<file path="src/rtl/decode_wb_pipe_if.sv">
// Decode/write-back stage bus: D fields, forwarding and write-back
// sources in, E pipeline register, stall and ready out.
interface decode_wb_pipe_if #(
   parameter int DATA_W = 64,
   parameter int REG_AW = 4
);
   logic [3:0]        D_icode_i;
   logic [REG_AW-1:0] D_rA_i;
   logic [REG_AW-1:0] D_rB_i;
   logic [DATA_W-1:0] D_valP_i;
   logic [REG_AW-1:0] e_dstE_i;
   logic [DATA_W-1:0] e_valE_i;
   logic [REG_AW-1:0] E_dstM_i;
   logic [REG_AW-1:0] M_dstM_i;
   logic [DATA_W-1:0] m_valM_i;
   logic [REG_AW-1:0] M_dstE_i;
   logic [DATA_W-1:0] M_valE_i;
   logic [REG_AW-1:0] W_dstM_i;
   logic [DATA_W-1:0] W_valM_i;
   logic [REG_AW-1:0] W_dstE_i;
   logic [DATA_W-1:0] W_valE_i;
   logic              bubble_i;
   logic              stall_o;
   logic              ready_o;
   logic [3:0]        E_icode_o;
   logic [DATA_W-1:0] E_valA_o;
   logic [DATA_W-1:0] E_valB_o;
   logic [REG_AW-1:0] E_srcA_o;
   logic [REG_AW-1:0] E_srcB_o;
   logic [REG_AW-1:0] E_dstE_o;
   logic [REG_AW-1:0] E_dstM_o;

   modport master (
      output D_icode_i, D_rA_i, D_rB_i, D_valP_i,
      output e_dstE_i, e_valE_i, E_dstM_i,
      output M_dstM_i, m_valM_i, M_dstE_i, M_valE_i,
      output W_dstM_i, W_valM_i, W_dstE_i, W_valE_i,
      output bubble_i,
      input  stall_o, ready_o, E_icode_o,
      input  E_valA_o, E_valB_o,
      input  E_srcA_o, E_srcB_o, E_dstE_o, E_dstM_o
   );

   modport slave (
      input  D_icode_i, D_rA_i, D_rB_i, D_valP_i,
      input  e_dstE_i, e_valE_i, E_dstM_i,
      input  M_dstM_i, m_valM_i, M_dstE_i, M_valE_i,
      input  W_dstM_i, W_valM_i, W_dstE_i, W_valE_i,
      input  bubble_i,
      output stall_o, ready_o, E_icode_o,
      output E_valA_o, E_valB_o,
      output E_srcA_o, E_srcB_o, E_dstE_o, E_dstM_o
   );
endinterface

</file>
<file path="src/rtl/decode_wb_pipe.sv">
// Y86-64 decode/write-back stage: register file, forwarding,
// load/use detection, D->E register and post-reset clear.
module decode_wb_pipe #(
   parameter int                 DATA_W = 64,
   parameter int                 NREGS  = 15,
   parameter int                 REG_AW = 4,
   parameter logic [REG_AW-1:0] RNONE  = 4'hF
) (
   input logic             clk_i,
   input logic             rst_i,
   decode_wb_pipe_if.slave p
);

   localparam logic [3:0] I_HALT   = 4'h0;
   localparam logic [3:0] I_NOP    = 4'h1;
   localparam logic [3:0] I_CMOVQ  = 4'h2;
   localparam logic [3:0] I_IRMOVQ = 4'h3;
   localparam logic [3:0] I_RMMOVQ = 4'h4;
   localparam logic [3:0] I_MRMOVQ = 4'h5;
   localparam logic [3:0] I_OPQ    = 4'h6;
   localparam logic [3:0] I_JXX    = 4'h7;
   localparam logic [3:0] I_CALL   = 4'h8;
   localparam logic [3:0] I_RET    = 4'h9;
   localparam logic [3:0] I_PUSHQ  = 4'hA;
   localparam logic [3:0] I_POPQ   = 4'hB;

   localparam logic [REG_AW-1:0] RSP  = REG_AW'(4);
   localparam logic [REG_AW-1:0] LAST = REG_AW'(NREGS - 1);
   localparam logic [REG_AW:0]   NR_W = (REG_AW + 1)'(NREGS);

   typedef struct packed {
      logic [3:0]        icode;
      logic [DATA_W-1:0] valA;
      logic [DATA_W-1:0] valB;
      logic [REG_AW-1:0] srcA;
      logic [REG_AW-1:0] srcB;
      logic [REG_AW-1:0] dstE;
      logic [REG_AW-1:0] dstM;
   } id_ex_t;

   typedef enum logic {CLEAR, RUN} state_t;

   state_t            state;
   logic [REG_AW-1:0] idx;
   logic [DATA_W-1:0] regs [NREGS];

   logic [REG_AW-1:0] srcA, srcB, dstE, dstM;
   logic [DATA_W-1:0] rf_a, rf_b, valA, valB;
   logic              ready, hazard;
   logic              we_e, we_m;
   id_ex_t            e_d, e_q;

   function automatic logic in_rng(input logic [REG_AW-1:0] r);
      return (r != RNONE) && ({1'b0, r} < NR_W);
   endfunction

   always_comb begin
      srcA = RNONE;
      srcB = RNONE;
      dstE = RNONE;
      dstM = RNONE;
      unique case (p.D_icode_i)
         I_CMOVQ:  begin srcA = p.D_rA_i; dstE = p.D_rB_i; end
         I_IRMOVQ: dstE = p.D_rB_i;
         I_RMMOVQ: begin srcA = p.D_rA_i; srcB = p.D_rB_i; end
         I_MRMOVQ: begin srcB = p.D_rB_i; dstM = p.D_rA_i; end
         I_OPQ: begin
            srcA = p.D_rA_i;
            srcB = p.D_rB_i;
            dstE = p.D_rB_i;
         end
         I_PUSHQ: begin srcA = p.D_rA_i; srcB = RSP; dstE = RSP; end
         I_POPQ: begin
            srcA = RSP;
            srcB = RSP;
            dstE = RSP;
            dstM = p.D_rA_i;
         end
         I_CALL: begin srcB = RSP; dstE = RSP; end
         I_RET:  begin srcA = RSP; srcB = RSP; dstE = RSP; end
         default: ;
      endcase
   end

   assign rf_a = in_rng(srcA) ? regs[srcA] : '0;
   assign rf_b = in_rng(srcB) ? regs[srcB] : '0;

   // Youngest producer wins; RNONE sources fall through to the 0 read.
   always_comb begin
      valA = rf_a;
      if (p.D_icode_i == I_CALL || p.D_icode_i == I_JXX)
         valA = p.D_valP_i;
      else if (srcA != RNONE) begin
         if (srcA == p.e_dstE_i)      valA = p.e_valE_i;
         else if (srcA == p.M_dstM_i) valA = p.m_valM_i;
         else if (srcA == p.M_dstE_i) valA = p.M_valE_i;
         else if (srcA == p.W_dstM_i) valA = p.W_valM_i;
         else if (srcA == p.W_dstE_i) valA = p.W_valE_i;
      end
   end

   always_comb begin
      valB = rf_b;
      if (srcB != RNONE) begin
         if (srcB == p.e_dstE_i)      valB = p.e_valE_i;
         else if (srcB == p.M_dstM_i) valB = p.m_valM_i;
         else if (srcB == p.M_dstE_i) valB = p.M_valE_i;
         else if (srcB == p.W_dstM_i) valB = p.W_valM_i;
         else if (srcB == p.W_dstE_i) valB = p.W_valE_i;
      end
   end

   assign hazard = (p.E_dstM_i != RNONE) &&
                   (p.E_dstM_i == srcA || p.E_dstM_i == srcB);
   assign ready  = (state == RUN);
   assign we_e   = in_rng(p.W_dstE_i);
   assign we_m   = in_rng(p.W_dstM_i);

   always_ff @(posedge clk_i) begin
      if (rst_i) begin
         state <= CLEAR;
         idx   <= '0;
      end else if (state == CLEAR) begin
         idx <= idx + 1'b1;
         if (idx == LAST)
            state <= RUN;
      end
   end

   // valM is written last so it wins a same-register collision.
   always_ff @(posedge clk_i) begin
      if (state == CLEAR)
         regs[idx] <= '0;
      else begin
         if (we_e) regs[p.W_dstE_i] <= p.W_valE_i;
         if (we_m) regs[p.W_dstM_i] <= p.W_valM_i;
      end
   end

   always_comb begin
      e_d.icode = p.D_icode_i;
      e_d.valA  = valA;
      e_d.valB  = valB;
      e_d.srcA  = srcA;
      e_d.srcB  = srcB;
      e_d.dstE  = dstE;
      e_d.dstM  = dstM;
      if (rst_i || !ready || hazard || p.bubble_i) begin
         e_d.icode = I_NOP;
         e_d.valA  = '0;
         e_d.valB  = '0;
         e_d.srcA  = RNONE;
         e_d.srcB  = RNONE;
         e_d.dstE  = RNONE;
         e_d.dstM  = RNONE;
      end
   end

   always_ff @(posedge clk_i) begin
      e_q <= e_d;
   end

   assign p.stall_o   = hazard | ~ready;
   assign p.ready_o   = ready;
   assign p.E_icode_o = e_q.icode;
   assign p.E_valA_o  = e_q.valA;
   assign p.E_valB_o  = e_q.valB;
   assign p.E_srcA_o  = e_q.srcA;
   assign p.E_srcB_o  = e_q.srcB;
   assign p.E_dstE_o  = e_q.dstE;
   assign p.E_dstM_o  = e_q.dstM;

   logic unused_halt;
   assign unused_halt = (I_HALT == 4'h0);

endmodule
</file>
<file path="src/flat_wrapper.sv">
// flat-port wrapper written by rule: the top's interface ports become plain ports
module decode_wb_pipe_flat 
#(
   parameter int                 DATA_W = 64,
   parameter int                 NREGS  = 15,
   parameter int                 REG_AW = 4,
   parameter logic [REG_AW-1:0] RNONE  = 4'hF
)
  (clk_i, rst_i, p_D_icode_i, p_D_rA_i, p_D_rB_i, p_D_valP_i, p_e_dstE_i, p_e_valE_i, p_E_dstM_i, p_M_dstM_i, p_m_valM_i, p_M_dstE_i, p_M_valE_i, p_W_dstM_i, p_W_valM_i, p_W_dstE_i, p_W_valE_i, p_bubble_i, p_stall_o, p_ready_o, p_E_icode_o, p_E_valA_o, p_E_valB_o, p_E_srcA_o, p_E_srcB_o, p_E_dstE_o, p_E_dstM_o);
  decode_wb_pipe_if #(.DATA_W(DATA_W), .REG_AW(REG_AW)) p_i ();
  input logic clk_i;
  input logic rst_i;
  input wire logic [$bits(p_i.D_icode_i)-1:0] p_D_icode_i;
  input wire logic [$bits(p_i.D_rA_i)-1:0] p_D_rA_i;
  input wire logic [$bits(p_i.D_rB_i)-1:0] p_D_rB_i;
  input wire logic [$bits(p_i.D_valP_i)-1:0] p_D_valP_i;
  input wire logic [$bits(p_i.e_dstE_i)-1:0] p_e_dstE_i;
  input wire logic [$bits(p_i.e_valE_i)-1:0] p_e_valE_i;
  input wire logic [$bits(p_i.E_dstM_i)-1:0] p_E_dstM_i;
  input wire logic [$bits(p_i.M_dstM_i)-1:0] p_M_dstM_i;
  input wire logic [$bits(p_i.m_valM_i)-1:0] p_m_valM_i;
  input wire logic [$bits(p_i.M_dstE_i)-1:0] p_M_dstE_i;
  input wire logic [$bits(p_i.M_valE_i)-1:0] p_M_valE_i;
  input wire logic [$bits(p_i.W_dstM_i)-1:0] p_W_dstM_i;
  input wire logic [$bits(p_i.W_valM_i)-1:0] p_W_valM_i;
  input wire logic [$bits(p_i.W_dstE_i)-1:0] p_W_dstE_i;
  input wire logic [$bits(p_i.W_valE_i)-1:0] p_W_valE_i;
  input wire logic [$bits(p_i.bubble_i)-1:0] p_bubble_i;
  output wire logic [$bits(p_i.stall_o)-1:0] p_stall_o;
  output wire logic [$bits(p_i.ready_o)-1:0] p_ready_o;
  output wire logic [$bits(p_i.E_icode_o)-1:0] p_E_icode_o;
  output wire logic [$bits(p_i.E_valA_o)-1:0] p_E_valA_o;
  output wire logic [$bits(p_i.E_valB_o)-1:0] p_E_valB_o;
  output wire logic [$bits(p_i.E_srcA_o)-1:0] p_E_srcA_o;
  output wire logic [$bits(p_i.E_srcB_o)-1:0] p_E_srcB_o;
  output wire logic [$bits(p_i.E_dstE_o)-1:0] p_E_dstE_o;
  output wire logic [$bits(p_i.E_dstM_o)-1:0] p_E_dstM_o;
  assign p_i.D_icode_i = p_D_icode_i;
  assign p_i.D_rA_i = p_D_rA_i;
  assign p_i.D_rB_i = p_D_rB_i;
  assign p_i.D_valP_i = p_D_valP_i;
  assign p_i.e_dstE_i = p_e_dstE_i;
  assign p_i.e_valE_i = p_e_valE_i;
  assign p_i.E_dstM_i = p_E_dstM_i;
  assign p_i.M_dstM_i = p_M_dstM_i;
  assign p_i.m_valM_i = p_m_valM_i;
  assign p_i.M_dstE_i = p_M_dstE_i;
  assign p_i.M_valE_i = p_M_valE_i;
  assign p_i.W_dstM_i = p_W_dstM_i;
  assign p_i.W_valM_i = p_W_valM_i;
  assign p_i.W_dstE_i = p_W_dstE_i;
  assign p_i.W_valE_i = p_W_valE_i;
  assign p_i.bubble_i = p_bubble_i;
  assign p_stall_o = p_i.stall_o;
  assign p_ready_o = p_i.ready_o;
  assign p_E_icode_o = p_i.E_icode_o;
  assign p_E_valA_o = p_i.E_valA_o;
  assign p_E_valB_o = p_i.E_valB_o;
  assign p_E_srcA_o = p_i.E_srcA_o;
  assign p_E_srcB_o = p_i.E_srcB_o;
  assign p_E_dstE_o = p_i.E_dstE_o;
  assign p_E_dstM_o = p_i.E_dstM_o;
  decode_wb_pipe #(.DATA_W(DATA_W), .NREGS(NREGS), .REG_AW(REG_AW), .RNONE(RNONE)) u_core (.clk_i(clk_i), .rst_i(rst_i), .p(p_i));
endmodule
</file>
<file path="config.mk">
export PLATFORM = sky130hd
export DESIGN_NAME = decode_wb_pipe_flat
export DESIGN_NICKNAME = d
export VERILOG_FILES = /design/src/rtl/decode_wb_pipe_if.sv /design/src/rtl/decode_wb_pipe.sv /design/src/flat_wrapper.sv
export SDC_FILE = /design/constraint.sdc
export NUM_CORES = 2
export LEC_CHECK = 0
export CAP_MARGIN = 30
export CORE_MARGIN = 5
export CORE_UTILIZATION = 35
export CTS_CLUSTER_SIZE = 30
export DETAILED_ROUTE_END_ITERATION = 12
export GPL_TIMING_DRIVEN = 0
export PLACE_DENSITY = 0.51
export REMOVE_ABC_BUFFERS = 1
export SLEW_MARGIN = 20
export SYNTH_ARGS = -nofsm -noshare
export SYNTH_HDL_FRONTEND = slang
export SYNTH_SLANG_ARGS = --single-unit
export TNS_END_PERCENT = 50
</file>
<file path="constraint.sdc">
create_clock -name clk_i -period 8 [get_ports clk_i]
set_input_delay 1.6 -clock clk_i [delete_from_list [all_inputs] [get_ports clk_i]]
set_output_delay 1.6 -clock clk_i [all_outputs]
set_load 0.05 [all_outputs]
</file>
* Word-level counts from Yosys, hierarchy flattened
Memories as Yosys holds them, arrays and structs flattened.
Cells that the tools add are included.
** Word-level totals
- Bits in registers :: 153
- Bits in writable memories :: 960
- Input port bits :: 423
- Output and inout bits :: 150
- Logic and storage cells :: 95
- Memories :: 1
** Memory list
- u_core.regs :: depth 15, bits a word 64, read ports 2, clocked after memory_dff 0, write ports 2, RTL line decode_wb_pipe.sv:45 : logic [DATA_W-1:0] regs [NREGS];
** Operators by class
- $add $sub $neg :: 1
- Magnitude comparators :: 4
- Equal/unequal tests :: 28
- Mux-type cells :: 30
- Bitwise gates (word level) :: 3
- Reductions and logical operators :: 19
** Operator list (number)
- 2-to-1 mux 64 bit :: 16
- OR reduction 64 bit :: 1
- equality test 4 bit :: 12
- one-hot mux 4 bit (2 select lines) :: 3
- equality test 4 bit, second input constant :: 5
- != test 4 bit, second input constant :: 5
- equality test 4 x 3 -> 1 bit, second input constant :: 4
- < comparator 4 bit, second input constant :: 4
- 2-to-1 mux 1 bit :: 10
- equality test 4 x 2 -> 1 bit, second input constant :: 2
- OR reduction 4 bit :: 2
- OR reduction 2 bit :: 3
- OR reduction 3 bit :: 2
- logical AND 1 bit :: 5
- logical OR 1 bit :: 5
- adder 4 x 1 -> 4 bit, second input constant :: 1
- 2-to-1 mux 4 bit :: 1
- inverter 1 bit :: 2
- zero test 1 bit :: 1
- OR 1 bit :: 1

* Longest topological paths before layout
- Depth in word-level cells :: 13
- Gate-level depth with buffers :: 15
- Depth with buffers taken out :: 8

* Worst setup path after synthesis
OpenSTA, ideal clock, no wires.
- Path kind :: input -> register
- Start point :: input p_W_dstE_i[2]
- End point :: memory u_core.regs[11][0], enable pin
- Library setup time :: 0.508 ns
- Arrival time :: 5.884 ns
- Required time :: 7.492 ns
- Setup slack :: 1.607 ns
- Stages :: 7
- Path buffers :: 2
- Path through :: clkbuf_1 nand2_1 o21a_1 buf_1 nor3b_1 o21ai_0 o22ai_1
** RTL lines
- from (decl) :: RTL line flat_wrapper.sv:26 : input wire logic [$bits(p_i.W_dstE_i)-1:0] p_W_dstE_i;
- to (decl) :: RTL line decode_wb_pipe.sv:45

* Final worst setup path
- Start point :: input p_D_icode_i[2]
- End point :: output p_stall_o
** On the way
- Longest elaborated chain between the ends :: 7
- Elaborated cells between the ends (all ways) :: 19
- Those cells by class :: 10 x eq/ne; 2 x mux; 1 x bitwise; 6 x reduce/logical
** Ends and longest elaborated chain
- from (decl) :: RTL line flat_wrapper.sv:13 : input wire logic [$bits(p_i.D_icode_i)-1:0] p_D_icode_i;
- equality test 4 x 3 -> 1 bit (tied with other cells) :: RTL line decode_wb_pipe.sv:62 : unique case (p.D_icode_i)
- OR reduction 4 bit (no line) (tied with other cells)
- one-hot mux 4 bit (2 select lines) :: RTL line decode_wb_pipe.sv:62
- equality test 4 bit :: RTL line decode_wb_pipe.sv:114 : (p.E_dstM_i == srcA || p.E_dstM_i == srcB);
- logical OR 1 bit (*) :: RTL line decode_wb_pipe.sv:114
- logical AND 1 bit (*) :: RTL line decode_wb_pipe.sv:113 : assign hazard = (p.E_dstM_i != RNONE) &&
- OR 1 bit (*) :: RTL line decode_wb_pipe.sv:163 : assign p.stall_o = hazard | ~ready;
- to (decl) :: RTL line flat_wrapper.sv:29 : output wire logic [$bits(p_i.stall_o)-1:0] p_stall_o;
Every way passes the cells marked *; elsewhere a longest branch is shown, timed or not.

==> results.ini <==
[drt]
drt_first_iter_violations = 8441
vias = 65000
route.detailed.wl_per_inst_um = 31.4
finalWirelength_mm = 320
antenna_violating_nets_post_route = 0
detail_route.first_pass.iterations = 6
route.detailed.drc = 0
post_drt_via_cell_ratio = 6.37

[critical_path]
worst_r2r_path_depth = 10
crit_path_start_kind = primary input
critical_path.reg2reg.startpoint = u_core.p.ready_o$_SDFF_PP0_
rrSetupSlack_ns = 3.98
type_of_destination_of_the_critical_path = output pin
critPathRequiredTime_ns = 6.40
worst_setup_path_type = in2out
cp_max_fo = 18
timing.critical_path.arrival_ns = 6.03
crit-reg2reg-capture = u_core.regs[4][9]$_DFFE_PP_

[global_routing]
first_global_vias = 62900
global_route.usage.total = 0.311
pin_count_of_the_biggest_net_entering_global_routing = 70
first_pass_grt_wire_length_mm = 453
grt_remaining_overflow = 0
grt_antenna_before_repair = 12

[floorplanning]
std_cell_rows = 159
ios = 573
core_area_um2 = 187000
die-width_um = 444
die-area_um2 = 197000
die_y_um = 444
initial_utilization = 0.351

[yosys]
synth_seq_area_share = 0.485
synthesis.instances = 7379
yosys_warnings = 0
synth_most_common_cell = nand2_1
synthDistinctLibCells = 81
yosys.area.top_type = edfxtp_1
top_area_cells_in_the_synthesized_netlist = edfxtp_1 (44%), nand2_1 (9.5%), o21ai_0 (8.2%)
synth_edf_count = 960
ys_seq_elements = 1113
synthArstFlopShare = 0
yosys_most_used_dff = edfxtp_1
synth.cell_area_um2 = 65800
post_synth.cell_area_avg_um2 = 8.92
netlist.area_leader.share = 0.438
synth_common_cells = nand2_1 (1661), o21ai_0 (1079), edfxtp_1 (960), clkbuf_1 (722), a21oi_1 (410)

[min_path]
worst_hold_startpoint = u_core.idx[3]$_SDFFE_PP0N_
holdPathStages = 2
hold_class = reg2reg
hold_path_end = u_core.p.ready_o$_SDFF_PP0_

[timing]
max_freq_mhz = 131
finalMaxSlewViolations = 0
setup-violations-final = 0
worstMarginPinSlew_ns = 1.14
finClkSkew_ns = 0.0279
slew-limit-headroom = 0.238
report.final.hold_viol_count = 0
setup_repair_after_global_routing_missed_its_margin = false
period_minus_slack_ns = 7.63
fin_crit_sh = 0.954
final.hold.worst_slack_ns = 0.642
setup_ws_ns = 0.368

[power_and_ir_drop]
peakVddDrop_mv = 0.158
static-leakage-power_nw = 29.1
power.density_nw_per_um2 = 178

[clock_tree]
insertion_delay_ns = 0.80
cts.reportedPaths.clkPinSlew_ns = 0.06
cts_hold_buffers = 0
num_cts_buffers = 145
numClockSinks = 1113
clk_path_buf_depth = 3
post_cts.resized_instances = 0
htreeDepth = 4
cts_post_setup_buffers_inserted = 0
clock_tree.root_cell = clkbuf_16
cts_tree = built

[run]
drv_cap = 0

[finish]
finalNetCount = 8020
layout-drive-gt1-share = 0.0944
finish.utilization = 0.454
syn2layout_area_growth_pct = 29.4
non_filler_instances = 10200

[place]
portBuffers = 572
post_dp_hpwl_mm = 230
place_congestion = 0.798
dpl_worst_slack_ns = 0.443
post-place-cells = 9941

[outcome]
status = complete, no violations

[metal layers]
| metal | GRT usage | vias to the layer above | wire [um] |
|---|---|---|---|
| met1 | 0.379 | 31600 | 119000 |
| met3 | 0.0616 | 1078 | 30500 |
| met2 | 0.515 | 4217 | 150000 |
| met4 | 0.176 | 8 | 20700 |
| met5 | 0 | - | 51 |
| li1 | - | 28100 | - |
[layout by cell type (no fill, tap or decap), types with 15 or more instances in the layout]
master           instances
buf_8                   53
buf_16                 220
or3_1                   41
a221oi_1               354
o22ai_1                128
o32ai_1                 37
and3_1                  37
buf_6                   39
clkbuf_16              148
nor2_1                 272
a31oi_1                 25
clkinv_1                28
o41ai_1                 26
o22ai_4                 15
buf_12                  82
clkdlybuf4s50_1        570
and4_1                  19
a2111oi_0               19
nand3_1                 29
a211oi_1                76
o21ai_0               1079
o31a_1                  65
nor2_4                  20
a22o_1                  75
dfxtp_1                153
nand2_1               1652
mux2i_1                236
mux2_2                  36
o21ai_1                 18
clkbuf_1                48
a211o_1                 63
edfxtp_1               960
nor4_1                 123
a21oi_1                405
nor3_1                 178
o2111a_1                28
a221o_1                 98
[area by class of cell]
type / instances / area (um^2)
inverter: 14 / 52.6
tap: 2495 / 3120
multi-input combinational: 5348 / 31000
clock buffer: 199 / 3930
antenna: 6 / 15.0
timing repair buffer: 973 / 14700
sequential: 1113 / 31900
clock inverter: 58 / 472
fill: 17400 / 102000
[cell families after synthesis]
logic type / count (synthesis) / share of synthesized area
adder cells (fa/ha/maj): 2 / 0.000380
XOR/XNOR: 16 / 0.00213
buffers and inverters: 918 / 0.0556
flip-flops: 1113 / 0.485
AO/OA/AOI/OAI: 2603 / 0.257
AND/OR/NAND/NOR: 2449 / 0.156
multiplexers: 278 / 0.0441
[metrics by stage]
stage / area, um^2 / setup TNS, ns / power (W)
5_1_grt: 85100 / 0 / 0.0156
6_report: 85100 / 0 / 0.0152
4_1_cts: 85100 / 0 / 0.0152
2_1_floorplan: 62200 / -965.58 / 0.00760
3_5_place_dp: 80700 / 0 / 0.00897
3_3_place_gp: 71000 / - / 0.00895
[power by group]
group,switching [W],internal (W)
Sequential,0.0000563,0.00636
Combinational,0.00155,0.000955
Clock,0.00269,0.00358
[sequential cells by signal, summed over array words and instances (netlist names)]
| name | cells |
|---|---|
| u_core.p.ready_o | 1 |
| u_core.idx | 4 |
| u_core.p.E_valB_o | 64 |
| u_core.p.E_dstM_o | 4 |
| u_core.p.E_dstE_o | 4 |
| u_core.regs | 960 |
| u_core.p.E_srcB_o | 4 |
| u_core.p.E_srcA_o | 4 |
| u_core.p.E_valA_o | 64 |
| u_core.p.E_icode_o | 4 |
[how the worst max path moves through the flow]
stage / from / end
2_1_floorplan: p_D_icode_i[3] / u_core.p.E_valB_o[6]$_SDFF_PP0_
3_3_place_gp: p_D_rB_i[0] / u_core.p.E_valB_o[33]$_SDFF_PP0_
3_5_place_dp: p_D_icode_i[2] / p_stall_o
4_1_cts: p_D_icode_i[2] / p_stall_o
5_1_grt: p_D_icode_i[2] / p_stall_o
6_report: p_D_icode_i[2] / p_stall_o
[critical path, cell delays in order]
cell and delay, ns:
clkdlybuf4s50_1 0.94, nand2b_1 0.63, a21oi_1 0.93, o22ai_1 0.21
a2111oi_2 0.40, o21ai_1 0.32, nand2_1 0.15, clkdlybuf4s50_1 0.83
(Power assumes the default switching activity.)
